File: config.mk
export PLATFORM = sky130hd
export DESIGN_NAME = csa_pipe_adder_flat
export DESIGN_NICKNAME = d
export VERILOG_FILES = /design/src/rtl/csa_pipe_adder_if.sv /design/src/rtl/csa_pipe_adder.sv /design/src/flat_wrapper.sv
export SDC_FILE = /design/constraint.sdc
export NUM_CORES = 1
export LEC_CHECK = 0
export BUFFER_PORTS_ARGS = -buffer_cell sky130_fd_sc_hd__buf_2
export CAP_MARGIN = 20
export CORE_ASPECT_RATIO = 1.1
export CORE_MARGIN = 2
export CORE_UTILIZATION = 54
export DETAILED_ROUTE_END_ITERATION = 8
export PLACE_DENSITY = 0.78
export SLEW_MARGIN = 40
export SYNTH_ARGS = -nofsm -noshare
export SYNTH_HDL_FRONTEND = slang
export SYNTH_SLANG_ARGS = --single-unit
File: constraint.sdc
create_clock -name clk -period 5.28 [get_ports clk]
set_input_delay 0.528 -clock clk [delete_from_list [all_inputs] [get_ports clk]]
set_output_delay 0.528 -clock clk [all_outputs]
set_load 0.05 [all_outputs]
File: src/rtl/csa_pipe_adder_if.sv
// csa_pipe_adder_if: operand/result valid-ready bus of the pipelined carry-skip adder
interface csa_pipe_adder_if #(parameter int WIDTH = 16);
   logic             in_valid;
   logic             in_ready;
   logic [WIDTH-1:0] in_a;
   logic [WIDTH-1:0] in_b;
   logic             in_sub;
   logic             in_cin;
   logic             out_valid;
   logic             out_ready;
   logic [WIDTH-1:0] out_sum;
   logic             out_cout;
   logic             out_ovf;
   logic             out_zero;
   modport master (
      output in_valid, in_a, in_b, in_sub, in_cin, out_ready,
      input  in_ready, out_valid, out_sum, out_cout, out_ovf, out_zero
   );
   modport slave (
      input  in_valid, in_a, in_b, in_sub, in_cin, out_ready,
      output in_ready, out_valid, out_sum, out_cout, out_ovf, out_zero
   );
endinterface

File: src/rtl/csa_pipe_adder.sv
// csa_pipe_adder: 2-stage carry-skip add/sub, lower half in stage 1, upper half plus flags/saturation in stage 2
module csa_pipe_adder #(
   parameter int WIDTH = 16,
   parameter int BLOCK = 4,
   parameter int SAT   = 0
) (
   input logic clk,
   input logic rst,
   csa_pipe_adder_if.slave bus
);
   localparam int H = WIDTH / 2;
   function automatic logic [H:0] skip_add(input logic [H-1:0] a, input logic [H-1:0] b, input logic c);
      logic [H-1:0] s;
      logic gc, rc, p;
      s  = '0;
      gc = c;
      for (int g = 0; g < H / BLOCK; g++) begin
         rc = gc;
         p  = 1'b1;
         for (int i = 0; i < BLOCK; i++) begin
            s[g*BLOCK+i] = a[g*BLOCK+i] ^ b[g*BLOCK+i] ^ rc;
            p  = p & (a[g*BLOCK+i] ^ b[g*BLOCK+i]);
            rc = (a[g*BLOCK+i] & b[g*BLOCK+i]) | (rc & (a[g*BLOCK+i] ^ b[g*BLOCK+i]));
         end
         gc = p ? gc : rc;
      end
      return {gc, s};
   endfunction
   logic             s1_valid, s2_valid, s1_en, s2_en, s1_c, c0, ovf;
   logic [H-1:0]     s1_lo, s1_ah, s1_bh;
   logic [H:0]       lo, hi;
   logic [WIDTH-1:0] beff, sum, res;
   always_comb begin
      s2_en = !s2_valid || bus.out_ready;
      s1_en = !s1_valid || s2_en;
      beff  = bus.in_sub ? ~bus.in_b : bus.in_b;
      c0    = bus.in_sub | bus.in_cin;
      lo    = skip_add(bus.in_a[H-1:0], beff[H-1:0], c0);
      hi    = skip_add(s1_ah, s1_bh, s1_c);
      sum   = {hi[H-1:0], s1_lo};
      // carry into the MSB is recovered as a ^ b ^ sum at that bit
      ovf   = s1_ah[H-1] ^ s1_bh[H-1] ^ hi[H-1] ^ hi[H];
      res   = (SAT != 0 && ovf) ? (s1_ah[H-1] ? {1'b1, {(WIDTH-1){1'b0}}} : {1'b0, {(WIDTH-1){1'b1}}}) : sum;
   end
   assign bus.in_ready  = s1_en & ~rst;
   assign bus.out_valid = s2_valid;
   always_ff @(posedge clk or posedge rst) begin
      if (rst) begin
         s1_valid <= 1'b0;
         s1_lo    <= '0;
         s1_c     <= 1'b0;
         s1_ah    <= '0;
         s1_bh    <= '0;
      end else if (s1_en) begin
         s1_valid <= bus.in_valid;
         if (bus.in_valid) begin
            s1_lo <= lo[H-1:0];
            s1_c  <= lo[H];
            s1_ah <= bus.in_a[WIDTH-1:H];
            s1_bh <= beff[WIDTH-1:H];
         end
      end
   end
   always_ff @(posedge clk or posedge rst) begin
      if (rst) begin
         s2_valid     <= 1'b0;
         bus.out_sum  <= '0;
         bus.out_cout <= 1'b0;
         bus.out_ovf  <= 1'b0;
         bus.out_zero <= 1'b0;
      end else if (s2_en) begin
         s2_valid <= s1_valid;
         if (s1_valid) begin
            bus.out_sum  <= res;
            bus.out_cout <= hi[H];
            bus.out_ovf  <= ovf;
            bus.out_zero <= res == '0;
         end
      end
   end
endmodule
File: src/flat_wrapper.sv
// flat-port wrapper written by rule: the top's interface ports become plain ports
module csa_pipe_adder_flat 
#(
   parameter int WIDTH = 16,
   parameter int BLOCK = 4,
   parameter int SAT   = 0
)
  (clk, rst, bus_in_valid, bus_in_a, bus_in_b, bus_in_sub, bus_in_cin, bus_out_ready, bus_in_ready, bus_out_valid, bus_out_sum, bus_out_cout, bus_out_ovf, bus_out_zero);
  csa_pipe_adder_if #(.WIDTH(WIDTH)) bus_i ();
  input logic clk;
  input logic rst;
  input wire logic [$bits(bus_i.in_valid)-1:0] bus_in_valid;
  input wire logic [$bits(bus_i.in_a)-1:0] bus_in_a;
  input wire logic [$bits(bus_i.in_b)-1:0] bus_in_b;
  input wire logic [$bits(bus_i.in_sub)-1:0] bus_in_sub;
  input wire logic [$bits(bus_i.in_cin)-1:0] bus_in_cin;
  input wire logic [$bits(bus_i.out_ready)-1:0] bus_out_ready;
  output wire logic [$bits(bus_i.in_ready)-1:0] bus_in_ready;
  output wire logic [$bits(bus_i.out_valid)-1:0] bus_out_valid;
  output wire logic [$bits(bus_i.out_sum)-1:0] bus_out_sum;
  output wire logic [$bits(bus_i.out_cout)-1:0] bus_out_cout;
  output wire logic [$bits(bus_i.out_ovf)-1:0] bus_out_ovf;
  output wire logic [$bits(bus_i.out_zero)-1:0] bus_out_zero;
  assign bus_i.in_valid = bus_in_valid;
  assign bus_i.in_a = bus_in_a;
  assign bus_i.in_b = bus_in_b;
  assign bus_i.in_sub = bus_in_sub;
  assign bus_i.in_cin = bus_in_cin;
  assign bus_i.out_ready = bus_out_ready;
  assign bus_in_ready = bus_i.in_ready;
  assign bus_out_valid = bus_i.out_valid;
  assign bus_out_sum = bus_i.out_sum;
  assign bus_out_cout = bus_i.out_cout;
  assign bus_out_ovf = bus_i.out_ovf;
  assign bus_out_zero = bus_i.out_zero;
  csa_pipe_adder #(.WIDTH(WIDTH), .BLOCK(BLOCK), .SAT(SAT)) u_core (.clk(clk), .rst(rst), .bus(bus_i));
endmodule
### Word level (Yosys, flattened, before mapping)

Index checks and enable logic that the tools add are counted.

* output and inout port bits: 21
* flip-flop bits (word level): 46
* input bits: 38

* bitwise operators: 98
* multiplexer cells: 5
* reduce and logical (&&, ||, !) cells: 7

Operators by type and width (number)
* $and A1 B1 Y1: 45
* $xor A1 B1 Y1: 34
* $or A1 B1 Y1: 17
* $logic_not A16 Y1: 1
* $mux W16: 1
* $not A16 Y16: 1
* $mux W1: 4
* $reduce_and A2 Y1: 2
* $logic_not A1 Y1: 2
* $logic_or A1 B1 Y1: 2
* $not A1 Y1: 1

### Logic depth before layout (Yosys ltp)

Gate-level depths: netlist of run 1.

* word-level depth: 21
* gate-level depth with buffers: 17
* gate-level depth less buffers: 15

### Least setup slack after synthesis of run 1

OpenSTA, ideal clock, no wires.

* path type: input-to-reg
* start: in bus_in_sub
* end: reg u_core.s1_lo[7]
* path slack: 749 ps
* buffers on the path: 2
* data arrival time: 4406 ps
* stages: 16
* cells stage by stage: buf_6 > buf_4 > xor2_1 > fa_1 > inv_1 > fa_1 > fa_1 > fa_1 > inv_1 > mux2i_4 > fa_1 > fa_1 > fa_1 > inv_1 > fa_1 > mux2_4

* longest elaborated chain between the ends: 18
* elaborated cells between the ends (all ways): 36
* classes of those cells: mux: 2; bitwise: 34

Ends and longest elaborated chain
* start: declaration: line flat_wrapper.sv:15 `input wire logic [$bits(bus_i.in_sub)-1:0] bus_in_sub;`
* $mux W16: line csa_pipe_adder.sv:36 `beff = bus.in_sub ? ~bus.in_b : bus.in_b;`
* $xor A1 B1 Y1: line csa_pipe_adder.sv:22, csa_pipe_adder.sv:23
* $and A1 B1 Y1: line csa_pipe_adder.sv:23 `rc = (a[g*BLOCK+i] & b[g*BLOCK+i]) | (rc & (a[g*BLOCK+i] ^ b[g*BLOCK+i]));`
* $or A1 B1 Y1: line csa_pipe_adder.sv:23
* $and A1 B1 Y1: line csa_pipe_adder.sv:23
* $or A1 B1 Y1: line csa_pipe_adder.sv:23
* $and A1 B1 Y1: line csa_pipe_adder.sv:23
* $or A1 B1 Y1: line csa_pipe_adder.sv:23
* (+3 left out)
* $and A1 B1 Y1: line csa_pipe_adder.sv:23
* $or A1 B1 Y1: line csa_pipe_adder.sv:23
* $and A1 B1 Y1: line csa_pipe_adder.sv:23
* $or A1 B1 Y1: line csa_pipe_adder.sv:23
* $and A1 B1 Y1: line csa_pipe_adder.sv:23
* $or A1 B1 Y1: line csa_pipe_adder.sv:23
* $xor A1 B1 Y1 *: line csa_pipe_adder.sv:21 `s[g*BLOCK+i] = a[g*BLOCK+i] ^ b[g*BLOCK+i] ^ rc;`
* net u_core.lo[7]: line csa_pipe_adder.sv:31 `logic [H:0] lo, hi;`
* end signal: assignment: line csa_pipe_adder.sv:57 `s1_lo <= lo[H-1:0];`
* end: declaration: line csa_pipe_adder.sv:30 `logic [H-1:0] s1_lo, s1_ah, s1_bh;`

The timed path passes the listed nets; every way through them passes the cells marked *.
A chain may end at the register's enable or synchronous reset.

### Worst setup path in the final report of run 1

* start: reg u_core.s1_bh[0]
* end: reg u_core.bus.out_ovf

* longest elaborated chain between the ends: 20
* elaborated cells between the ends (all ways): 26
* classes of those cells: mux: 2; bitwise: 24

Ends and longest elaborated chain
* start: declaration: line csa_pipe_adder.sv:30
* start signal: assignment: line csa_pipe_adder.sv:60 `s1_bh <= beff[WIDTH-1:H];`
* $xor A1 B1 Y1: line csa_pipe_adder.sv:22, csa_pipe_adder.sv:23
* $and A1 B1 Y1: line csa_pipe_adder.sv:23
* $or A1 B1 Y1: line csa_pipe_adder.sv:23
* $and A1 B1 Y1: line csa_pipe_adder.sv:23
* $or A1 B1 Y1: line csa_pipe_adder.sv:23
* $and A1 B1 Y1: line csa_pipe_adder.sv:23
* $or A1 B1 Y1: line csa_pipe_adder.sv:23
* $and A1 B1 Y1: line csa_pipe_adder.sv:23
* (+4 left out)
* $and A1 B1 Y1: line csa_pipe_adder.sv:23
* $or A1 B1 Y1: line csa_pipe_adder.sv:23
* $and A1 B1 Y1: line csa_pipe_adder.sv:23
* $or A1 B1 Y1: line csa_pipe_adder.sv:23
* $and A1 B1 Y1: line csa_pipe_adder.sv:23
* $or A1 B1 Y1: line csa_pipe_adder.sv:23
* $mux W1: line csa_pipe_adder.sv:25 `gc = p ? gc : rc;`
* $xor A1 B1 Y1 *: line csa_pipe_adder.sv:42 `ovf = s1_ah[H-1] ^ s1_bh[H-1] ^ hi[H-1] ^ hi[H];`
* end signal: assignment: line csa_pipe_adder.sv:76 `bus.out_ovf <= ovf;`
* end: declaration: line csa_pipe_adder_if.sv:21 `output in_ready, out_valid, out_sum, out_cout, out_ovf, out_zero`

Every way passes the cells marked *; elsewhere a longest branch is shown, timed or not.

==> flow_metrics.tcl, run 1 <==
set metrics [dict create \
    layout_common_cells "58 x sky130_fd_sc_hd__buf_2, 46 x sky130_fd_sc_hd__dfrtp_1, 21 x sky130_fd_sc_hd__inv_1" \
    io_buffers 58 \
    clock_insertion_delay_worst_skew_ns 0.30 \
    crit_path_start "u_core.s1_bh[0]" \
    internal_power_w 0.000783 \
    i_o_pins 59 \
    floorplan.die_area_sq_um 5560 \
    total_drc_errors_in_the_routed_layout 0 \
    pwr-share-seq 0.387 \
    vias_per_cell 4.91 \
    cts_buf_count 5 \
    arrival_time_reported_for_the_critical_path_endpoint_ns 4.83 \
    die_w_microns 71.3 \
    core_region_area_sq_um 4720 \
    run_status "completed" \
    insertedDiodeCount 0 \
    rrSetupSlack_ns 0.63 \
    timing_max_transition_violations_final 0 \
    grt_setup_unrepaired "false" \
    htreeDepth 2 \
    critPathKind "reg -> reg" \
    dp.cells 320 \
    syn_avg_cell_area_sq_um 12.7 \
    cts_tree "done" \
    antenna_left 0 \
    dieHeight_microns 78.0 \
    cts_max_path_buffers 2 \
    dp.final_hpwl_microns 3640 \
    grt_max_degree 41 \
    timing.clock.skew_ns 0.00737 \
    initial_antenna_violation_count 0 \
    start_kind "register" \
    totalNegativeSetupSlack_ns 0 \
    post-route-worst-setup-slack_ns 0.626 \
    num_rows 26 \
    clock_sinks 46 \
    grt_overflow_total 0 \
    post-place-ws_ns 0.548 \
    grt_pass1_wl_microns 7730 \
    comb_power_share 0.470 \
    cts.reportedPaths.clkPinSlew_ns 0.08 \
    hold_violations 0 \
    timing.final.setup_violations 0 \
    p_switching_w 0.000584 \
    all_layer_gr_usage 0.180 \
    critical_path.reg2reg.endpoint "u_core.bus.out_ovf" \
    finalWirelength_microns 4460 \
    number_of_cells_on_the_worst_reg_to_reg_path 14 \
    cp_data_required_time_ns 5.45 \
    cts_hold_buffers 0 \
    layout.cells.non_filler 327 \
    cts_setup_buffers 0 \
    synth_sequential_area_ratio 0.428 \
    crit-reg2reg-launch "u_core.s1_bh[0]" \
    timing.critical_path.to_type "register" \
    synth_fp_nets 282 \
    drt_iter0_markers 75 \
    period_share 0.881 \
    min-delay-path-class "in -> async" \
    routed_wirelength_normalized_by_instance_count_microns 13.6 \
    synth.cell_area_sq_um 2690 \
    static-leakage-power_nw 1.58 \
    floorplan.initialDensity 0.570 \
    grt_pass1_vias 1647 \
    ys_warns 0 \
    highest_achievable_clock_rate_mhz 215 \
    max_slew_margin 0.478 \
    netlist-cell-type-count 28 \
    timing.final.crit_period_ns 4.65 \
    p_clk_frac 0.144 \
    drive_gt1_frac 0.358 \
    drt-pass1-iter-count 4 \
    maxCapViolCount 0 \
    irDropWorstVdd_mv 0.170 \
    timing_worst_slew_pin_value_ns 0.780 \
    vias 1604 \
    synth.ff_latch_count 46 \
    post_cts.resized_instances 0 \
    most_common_cell_after_layout_fill_and_taps_aside "sky130_fd_sc_hd__buf_2" \
    p_sw_frac 0.427 \
    cellPowerDensity_nw_per_um2 445 \
    gp_congestion 0.789 \
    fillerInstances 358 \
    syn-instance-count 212 \
    syn2layout_area_growth_pct 14.3 \
    fin_nets 341 \
    cts_root_buf "sky130_fd_sc_hd__clkbuf_8" \
    critPathMaxFanout 3 \
]
==> worst max-delay path by stage <==
stage	endpoint	slack [ns]
CTS	u_core.bus.out_ovf	0.56
global placement	u_core.bus.out_ovf	0.69
finish	u_core.bus.out_ovf	0.63
detailed placement	u_core.s1_lo[7]	0.55
floorplan	u_core.s1_lo[7]	0.75
global route	u_core.bus.out_ovf	0.38
==> synth_stat cells, drive strengths merged <==
cell | instances | area share
a21oi | 4 | 0.0088
buf | 8 | 0.025
dfrtp | 46 | 0.43
fa | 16 | 0.12
ha | 16 | 0.074
inv | 22 | 0.031
mux2 | 25 | 0.13
mux2i | 3 | 0.016
nand2 | 20 | 0.032
nand2b | 3 | 0.0079
nand4 | 5 | 0.012
nor2 | 3 | 0.0042
nor2b | 1 | 0.0051
nor4 | 2 | 0.0047
nor4b | 2 | 0.0065
o21ai | 17 | 0.032
or2 | 1 | 0.0033
xnor2 | 8 | 0.026
xor2 | 10 | 0.033
==> through the flow <==
step / instance area [sq um] / hold slack, ns / power (W) / util
after CTS: 3070 / 0.251 / 0.00138 / 0.651
after global placement: 3000 / 0.460 / 0.00117 / 0.635
after floorplan: 2690 / 0.472 / 0.00103 / -
after global routing: 3070 / 0.280 / 0.00146 / 0.651
final: 3070 / 0.244 / 0.00137 / 0.651
after detailed placement: 3000 / 0.469 / 0.00119 / 0.635
==> routing by layer <==
| layer | vias up | global-route usage | part of all wire |
|---|---|---|---|
| met5 | - | 0 | 0 |
| met4 | 0 | 0.0679 | 0.018 |
| met3 | 6 | 0.0372 | 0.046 |
| met2 | 41 | 0.274 | 0.47 |
| met1 | 761 | 0.254 | 0.46 |
| li1 | 796 | - | - |
==> cell families after synthesis <==
| kind of cell | Yosys count | share of synthesized area |
|---|---|---|
| multiplexers | 28 | 0.148 |
| AND/OR/NAND/NOR | 37 | 0.0749 |
| flip-flops | 46 | 0.428 |
| buffers and inverters | 30 | 0.0558 |
| XOR/XNOR | 18 | 0.0586 |
| adder cells (fa/ha/maj) | 32 | 0.194 |
| AO/OA/AOI/OAI | 21 | 0.0405 |
==> flip-flops by register name, indices dropped and copies added, names as in the netlist <==
| register | cells |
|---|---|
| u_core.s1_ah | 8 |
| u_core.s1_bh | 8 |
| u_core.bus.out_valid | 1 |
| u_core.s1_lo | 8 |
| u_core.s1_valid | 1 |
| u_core.bus.out_cout | 1 |
| u_core.bus.out_zero | 1 |
| u_core.bus.out_sum | 16 |
| u_core.s1_c | 1 |
| u_core.bus.out_ovf | 1 |
==> critical path, cell delays in order (launching register included) <==
cell and delay (ns):
sky130_fd_sc_hd__dfrtp_1 0.42, sky130_fd_sc_hd__fa_1 0.45, sky130_fd_sc_hd__fa_1 0.46, sky130_fd_sc_hd__fa_1 0.46, sky130_fd_sc_hd__fa_1 0.42, sky130_fd_sc_hd__mux2i_1 0.26, sky130_fd_sc_hd__fa_1 0.22, sky130_fd_sc_hd__inv_1 0.06
sky130_fd_sc_hd__fa_1 0.44, sky130_fd_sc_hd__fa_1 0.42, sky130_fd_sc_hd__inv_1 0.08, sky130_fd_sc_hd__fa_1 0.43, sky130_fd_sc_hd__xnor2_1 0.19, sky130_fd_sc_hd__xnor2_1 0.15, sky130_fd_sc_hd__o21ai_1 0.07
==> power groups by stage <==
stage | logic, W | clock network (W) | registers [W]
6_report | 0.000643 | 0.000196 | 0.000529
5_1_grt | 0.000695 | 0.000218 | 0.000544
4_1_cts | 0.000652 | 0.000202 | 0.000529
3_5_place_dp | 0.000652 | 0 | 0.000535
3_3_place_gp | 0.000633 | 0 | 0.000533
2_1_floorplan | 0.000278 | 0 | 0.000749
==> area by class of cell <==
type	count	area, sq um	share of cell area
multi-input combinational	136	1390	0.452
sequential	46	1150	0.375
inverter	22	82.6	0.0269
tap	56	70.1	0.0228
timing repair buffer	60	305	0.0993
clock buffer	7	76.3	0.0248
No activity file was read; power rests on OpenSTA's default activity.
==> run 2, diff against run 1 <==
RECOVER_POWER = 100   (was default)
==> flow_metrics.tcl, run 2 (synthesis results as in run 1) <==
set metrics [dict create \
    cts_buf_count 5 \
    grt_pass1_vias 1647 \
    clock_sinks 46 \
    period_share 0.890 \
    dp.final_hpwl_microns 3640 \
    grt_overflow_total 0 \
    post-place-ws_ns 0.548 \
    timing_max_transition_violations_final 0 \
    drt_iter0_markers 77 \
    timing.final.setup_violations 0 \
    i_o_pins 59 \
    timing.critical_path.to_type "register" \
    clock_insertion_delay_worst_skew_ns 0.30 \
    cts_root_buf "sky130_fd_sc_hd__clkbuf_8" \
    io_buffers 58 \
    timing_worst_slew_pin_value_ns 1.43 \
    critPathKind "reg -> reg" \
    critical_path_buf_inv_count 2 \
    cellPowerDensity_nw_per_um2 443 \
    timing.critical_path.slowest_stage_cell "sky130_fd_sc_hd__fa_1" \
    flip_flop_count_of_the_largest_register_after_layout 16 \
    critPathMaxFanout 3 \
    insertedDiodeCount 0 \
    initial_antenna_violation_count 0 \
    timing.final.crit_period_ns 4.70 \
    crit_path_max_incr_delay_ns 0.46 \
    all_layer_gr_usage 0.180 \
    maxCapViolCount 0 \
    vias 1596 \
    highest_achievable_clock_rate_mhz 213 \
    cts_setup_buffers 0 \
    drt-pass1-iter-count 4 \
    totalNegativeSetupSlack_ns 0 \
    die_w_microns 71.3 \
    cts_hold_buffers 0 \
    grt_setup_unrepaired "false" \
    routed_wirelength_normalized_by_instance_count_microns 13.6 \
    critical-path-top-cell-by-count "sky130_fd_sc_hd__fa_1" \
    antenna_left 0 \
    hold_slack_ns 0.223 \
    static-leakage-power_nw 1.42 \
    run_status "completed" \
    top_register "u_core.bus.out_sum" \
    num_rows 26 \
    crit-reg2reg-launch "u_core.s1_bh[0]" \
    grt_max_degree 41 \
    total_drc_errors_in_the_routed_layout 0 \
    crit_path_start "u_core.s1_bh[0]" \
    hold_violations 0 \
    cp_data_required_time_ns 5.42 \
    min-delay-path-class "in -> async" \
    floorplan.die_area_sq_um 5560 \
    finalWirelength_microns 4460 \
    timing.clock.skew_ns 0.00642 \
    layout_common_cells "46 x sky130_fd_sc_hd__dfrtp_1, 35 x sky130_fd_sc_hd__buf_2, 26 x sky130_fd_sc_hd__clkbuf_1" \
    drive_gt1_frac 0.185 \
    arrival_time_reported_for_the_critical_path_endpoint_ns 4.84 \
    htreeDepth 2 \
    cts_tree "done" \
    post_cts.resized_instances 0 \
    most_common_cell_after_layout_fill_and_taps_aside "sky130_fd_sc_hd__dfrtp_1" \
    floorplan.initialDensity 0.570 \
    fin_nets 341 \
    irDropWorstVdd_mv 0.169 \
    cts.reportedPaths.clkPinSlew_ns 0.08 \
    start_kind "register" \
    vias_per_cell 4.88 \
    syn2layout_area_growth_pct 9.31 \
    gp_congestion 0.789 \
    post-route-worst-setup-slack_ns 0.583 \
    cts_max_path_buffers 2 \
    dieHeight_microns 78.0 \
    grt_pass1_wl_microns 7730 \
    critical_path.top_delay_family "adder cells" \
    core_region_area_sq_um 4720 \
    max_slew_margin 0.0463 \
    crit_chain "fa_1, fa_1, fa_1, fa_1, mux2i_1, fa_1, inv_1, fa_1, fa_1, inv_1, fa_1, xnor2_1, xnor2_1, o21ai_0" \
]
## run 2: changes by cell type in the layout (fill, tap and decap cells not counted), moves of 2 or more
cell,previous run,this run
sky130_fd_sc_hd__nand2_1,18,20
sky130_fd_sc_hd__o21ai_1,2,0
sky130_fd_sc_hd__clkbuf_1,2,26
sky130_fd_sc_hd__o21ai_0,15,17
sky130_fd_sc_hd__mux2_4,20,1
sky130_fd_sc_hd__mux2_1,0,19
sky130_fd_sc_hd__buf_2,58,35
## run 2: layout make-up
| class | instances | area [sq um] |
|---|---|---|
| Inverter | 22 | 82.6 |
| Fill cell | 410 | 1780 |
| Clock buffer | 7 | 76.3 |
| Sequential cell | 46 | 1150 |
| Multi-Input combinational cell | 136 | 1290 |
| Tap cell | 56 | 70.1 |
| Timing Repair Buffer | 60 | 273 |
## run 2: final timing paths
| check | end | slack [ns] | cells past startpoint |
|---|---|---|---|
| max | u_core.bus.out_ovf | 0.58 | 14 |
| min in group clk | u_core.s1_ah[3] | 0.44 | 2 |
| min | u_core.s1_ah[0] | 0.22 | 2 |
| min reg2reg | u_core.bus.out_zero | 0.48 | 2 |
| max reg2reg | u_core.bus.out_ovf | 0.58 | 14 |
| max in group asynchronous | u_core.s1_valid | 3.38 | 3 |
## run 2: worst register-to-register path, delay by kind of cell (launching register included)
kind / cells / cell delay (ns)
multiplexers: 1 / 0.26
XOR/XNOR: 2 / 0.33
flip-flops: 1 / 0.42
AO/OA/AOI/OAI: 1 / 0.09
adder cells (fa/ha/maj): 8 / 3.31
buffers and inverters: 2 / 0.14
## run 2: routing by layer
| layer | vias to the layer above | GRT usage | routed length (microns) |
|---|---|---|---|
| met4 | 0 | 0.0679 | 53 |
| met1 | 755 | 0.254 | 2040 |
| met5 | - | 0 | 0 |
| met3 | 4 | 0.0372 | 195 |
| li1 | 798 | - | - |
| met2 | 39 | 0.274 | 2170 |
## run 2: through the flow
stage / instance area, sq um / instances / util / power (W)
floorplan: 2690 / 212 / - / 0.00103
global placement: 3000 / 320 / 0.635 / 0.00117
detailed placement: 3000 / 320 / 0.635 / 0.00119
CTS: 3070 / 327 / 0.651 / 0.00138
global route: 2940 / 327 / 0.623 / 0.00139
finish: 2940 / 327 / 0.623 / 0.00130
## run 2: power breakdown
part | switching (W) | internal [W] | leakage [nW]
logic | 0.000403 | 0.000176 | 0.829
clock network | 0.000105 | 0.0000911 | 0.0383
registers | 0.0000711 | 0.000456 | 0.549
==> run 3, diff against run 2 <==
GPL_TIMING_DRIVEN = 0   (was default)
==> flow_metrics.tcl, run 3 (synthesis results as in run 1) <==
set metrics [dict create \
    antenna_left 0 \
    violations_in_the_final_reports "capacitance limit, slew limit" \
    timing.clock.skew_ns 0.00510 \
    period_share 0.915 \
    num_rows 26 \
    comb_power_share 0.439 \
    arrival_time_reported_for_the_critical_path_endpoint_ns 5.01 \
    die_w_microns 71.3 \
    grt_max_degree 47 \
    htreeDepth 2 \
    static-leakage-power_nw 1.44 \
    drt_iter0_markers 70 \
    all_layer_gr_usage 0.181 \
    clock_sinks 46 \
    gp_congestion 0.767 \
    dp.final_hpwl_microns 3660 \
    insertedDiodeCount 0 \
    timing_max_transition_violations_final 47 \
    finalWirelength_microns 4630 \
    fin_nets 346 \
    max_slew_margin -0.325 \
    cts_hold_buffers 0 \
    run_status "finished with violations" \
    vias_per_cell 4.92 \
    grt_overflow_total 0 \
    routed_wirelength_normalized_by_instance_count_microns 13.9 \
    drt-pass1-iter-count 2 \
    irDropWorstVdd_mv 0.165 \
    p_clk_frac 0.165 \
    drive_gt1_frac 0.209 \
    timing_worst_slew_pin_value_ns 1.98 \
    fillerInstances 388 \
    maxCapViolCount 1 \
    cts_buf_count 5 \
    syn2layout_area_growth_pct 11.8 \
    cts.reportedPaths.clkPinSlew_ns 0.08 \
    critical-path-top-cell-by-count "sky130_fd_sc_hd__fa_1" \
    totalNegativeSetupSlack_ns 0 \
    dieHeight_microns 78.0 \
    top_register "u_core.bus.out_sum" \
    critical_path_buf_inv_count 5 \
    start_kind "input port" \
    floorplan.die_area_sq_um 5560 \
    floorplan.initialDensity 0.570 \
    io_buffers 57 \
    timing.critical_path.to_type "register" \
    crit_chain "buf_6, clkbuf_1, xor2_1, fa_1, inv_1, fa_1, fa_1, fa_1, inv_1, mux2i_4, fa_1, fa_1, fa_1, inv_1, fa_1, mux2_1" \
    internal_power_w 0.000741 \
    p_sw_frac 0.445 \
    hold_violations 0 \
    layout_common_cells "46 x sky130_fd_sc_hd__dfrtp_1, 36 x sky130_fd_sc_hd__buf_2, 27 x sky130_fd_sc_hd__clkbuf_1" \
    critPathKind "in -> reg" \
    clock_insertion_delay_worst_skew_ns 0.29 \
    core_region_area_sq_um 4720 \
    i_o_pins 59 \
    cts_root_buf "sky130_fd_sc_hd__clkbuf_8" \
    cp_data_required_time_ns 5.46 \
    initial_antenna_violation_count 0 \
    dp.cells 325 \
    p_switching_w 0.000593 \
    highest_achievable_clock_rate_mhz 207 \
    crit_path_max_incr_delay_ns 0.50 \
    post_cts.resized_instances 0 \
    grt_pass1_vias 1671 \
    flip_flop_count_of_the_largest_register_after_layout 16 \
    grt_setup_unrepaired "false" \
    cellPowerDensity_nw_per_um2 444 \
    timing.final.crit_period_ns 4.83 \
    grt_pass1_wl_microns 7820 \
    cts_tree "done" \
    critical_path.top_delay_family "adder cells" \
    layout.cells.non_filler 333 \
    timing.critical_path.slowest_stage_cell "sky130_fd_sc_hd__clkbuf_1" \
    most_common_cell_after_layout_fill_and_taps_aside "sky130_fd_sc_hd__dfrtp_1" \
    total_drc_errors_in_the_routed_layout 0 \
    vias 1640 \
    pwr-share-seq 0.396 \
    critPathMaxFanout 10 \
    cts_max_path_buffers 2 \
    cts_setup_buffers 0 \
    min-delay-path-class "in -> reg" \
    timing.final.setup_violations 0 \
]
==> run 3: power groups by stage <==
stage / Combinational (W) / Sequential [W] / Clock [W]
6_report: 0.000586 / 0.000528 / 0.000220
5_1_grt: 0.000637 / 0.000545 / 0.000244
4_1_cts: 0.000657 / 0.000530 / 0.000225
3_5_place_dp: 0.000654 / 0.000537 / 0
3_3_place_gp: 0.000639 / 0.000532 / 0
2_1_floorplan: 0.000278 / 0.000749 / 0
==> run 3: per-layer routing <==
| metal | global-route usage | share of wire | vias to the layer above |
|---|---|---|---|
| met3 | 0.0372 | 0.044 | 6 |
| met2 | 0.289 | 0.48 | 39 |
| li1 | - | - | 814 |
| met1 | 0.243 | 0.46 | 781 |
| met4 | 0.0736 | 0.016 | 0 |
| met5 | 0 | 0 | - |
==> run 3: worst paths after layout <==
path | to | cells after the start | slack [ns] | startpoint
worst max-delay path | u_core.s1_lo[7] | 16 | 0.45 | bus_in_sub
worst min-delay path | u_core.s1_valid | 2 | 0.43 | bus_in_valid
worst max register to register | u_core.bus.out_ovf | 14 | 0.54 | u_core.s1_bh[0]
worst min register to register | u_core.bus.out_zero | 2 | 0.49 | u_core.bus.out_zero
max in group asynchronous | u_core.s1_ah[3] | 2 | 3.65 | rst
min in group asynchronous | u_core.s1_valid | 2 | 0.72 | rst
==> run 3: area by class of cell <==
cell class / instances / area [sq um] / share of cell area
sequential: 46 / 1150 / 0.383
tap: 56 / 70.1 / 0.0233
inverter: 22 / 83.8 / 0.0279
multi-input combinational: 136 / 1300 / 0.433
timing repair buffer: 57 / 258 / 0.0857
buffer: 8 / 46.3 / 0.0154
clock buffer: 6 / 82.6 / 0.0275
clock inverter: 2 / 12.5 / 0.00416
==> run 3: stage by stage <==
| stage | worst slack, ns | utilization | power [W] | cell area (sq um) | hold slack (ns) |
|---|---|---|---|---|---|
| floorplan | 0.749 | - | 0.00103 | 2690 | 0.472 |
| global placement | 0.581 | 0.645 | 0.00117 | 3040 | 0.457 |
| detailed placement | 0.472 | 0.646 | 0.00119 | 3050 | 0.469 |
| CTS | 0.515 | 0.666 | 0.00141 | 3140 | 0.314 |
| global route | 0.213 | 0.637 | 0.00143 | 3010 | 0.428 |
| finish | 0.450 | 0.637 | 0.00133 | 3010 | 0.432 |
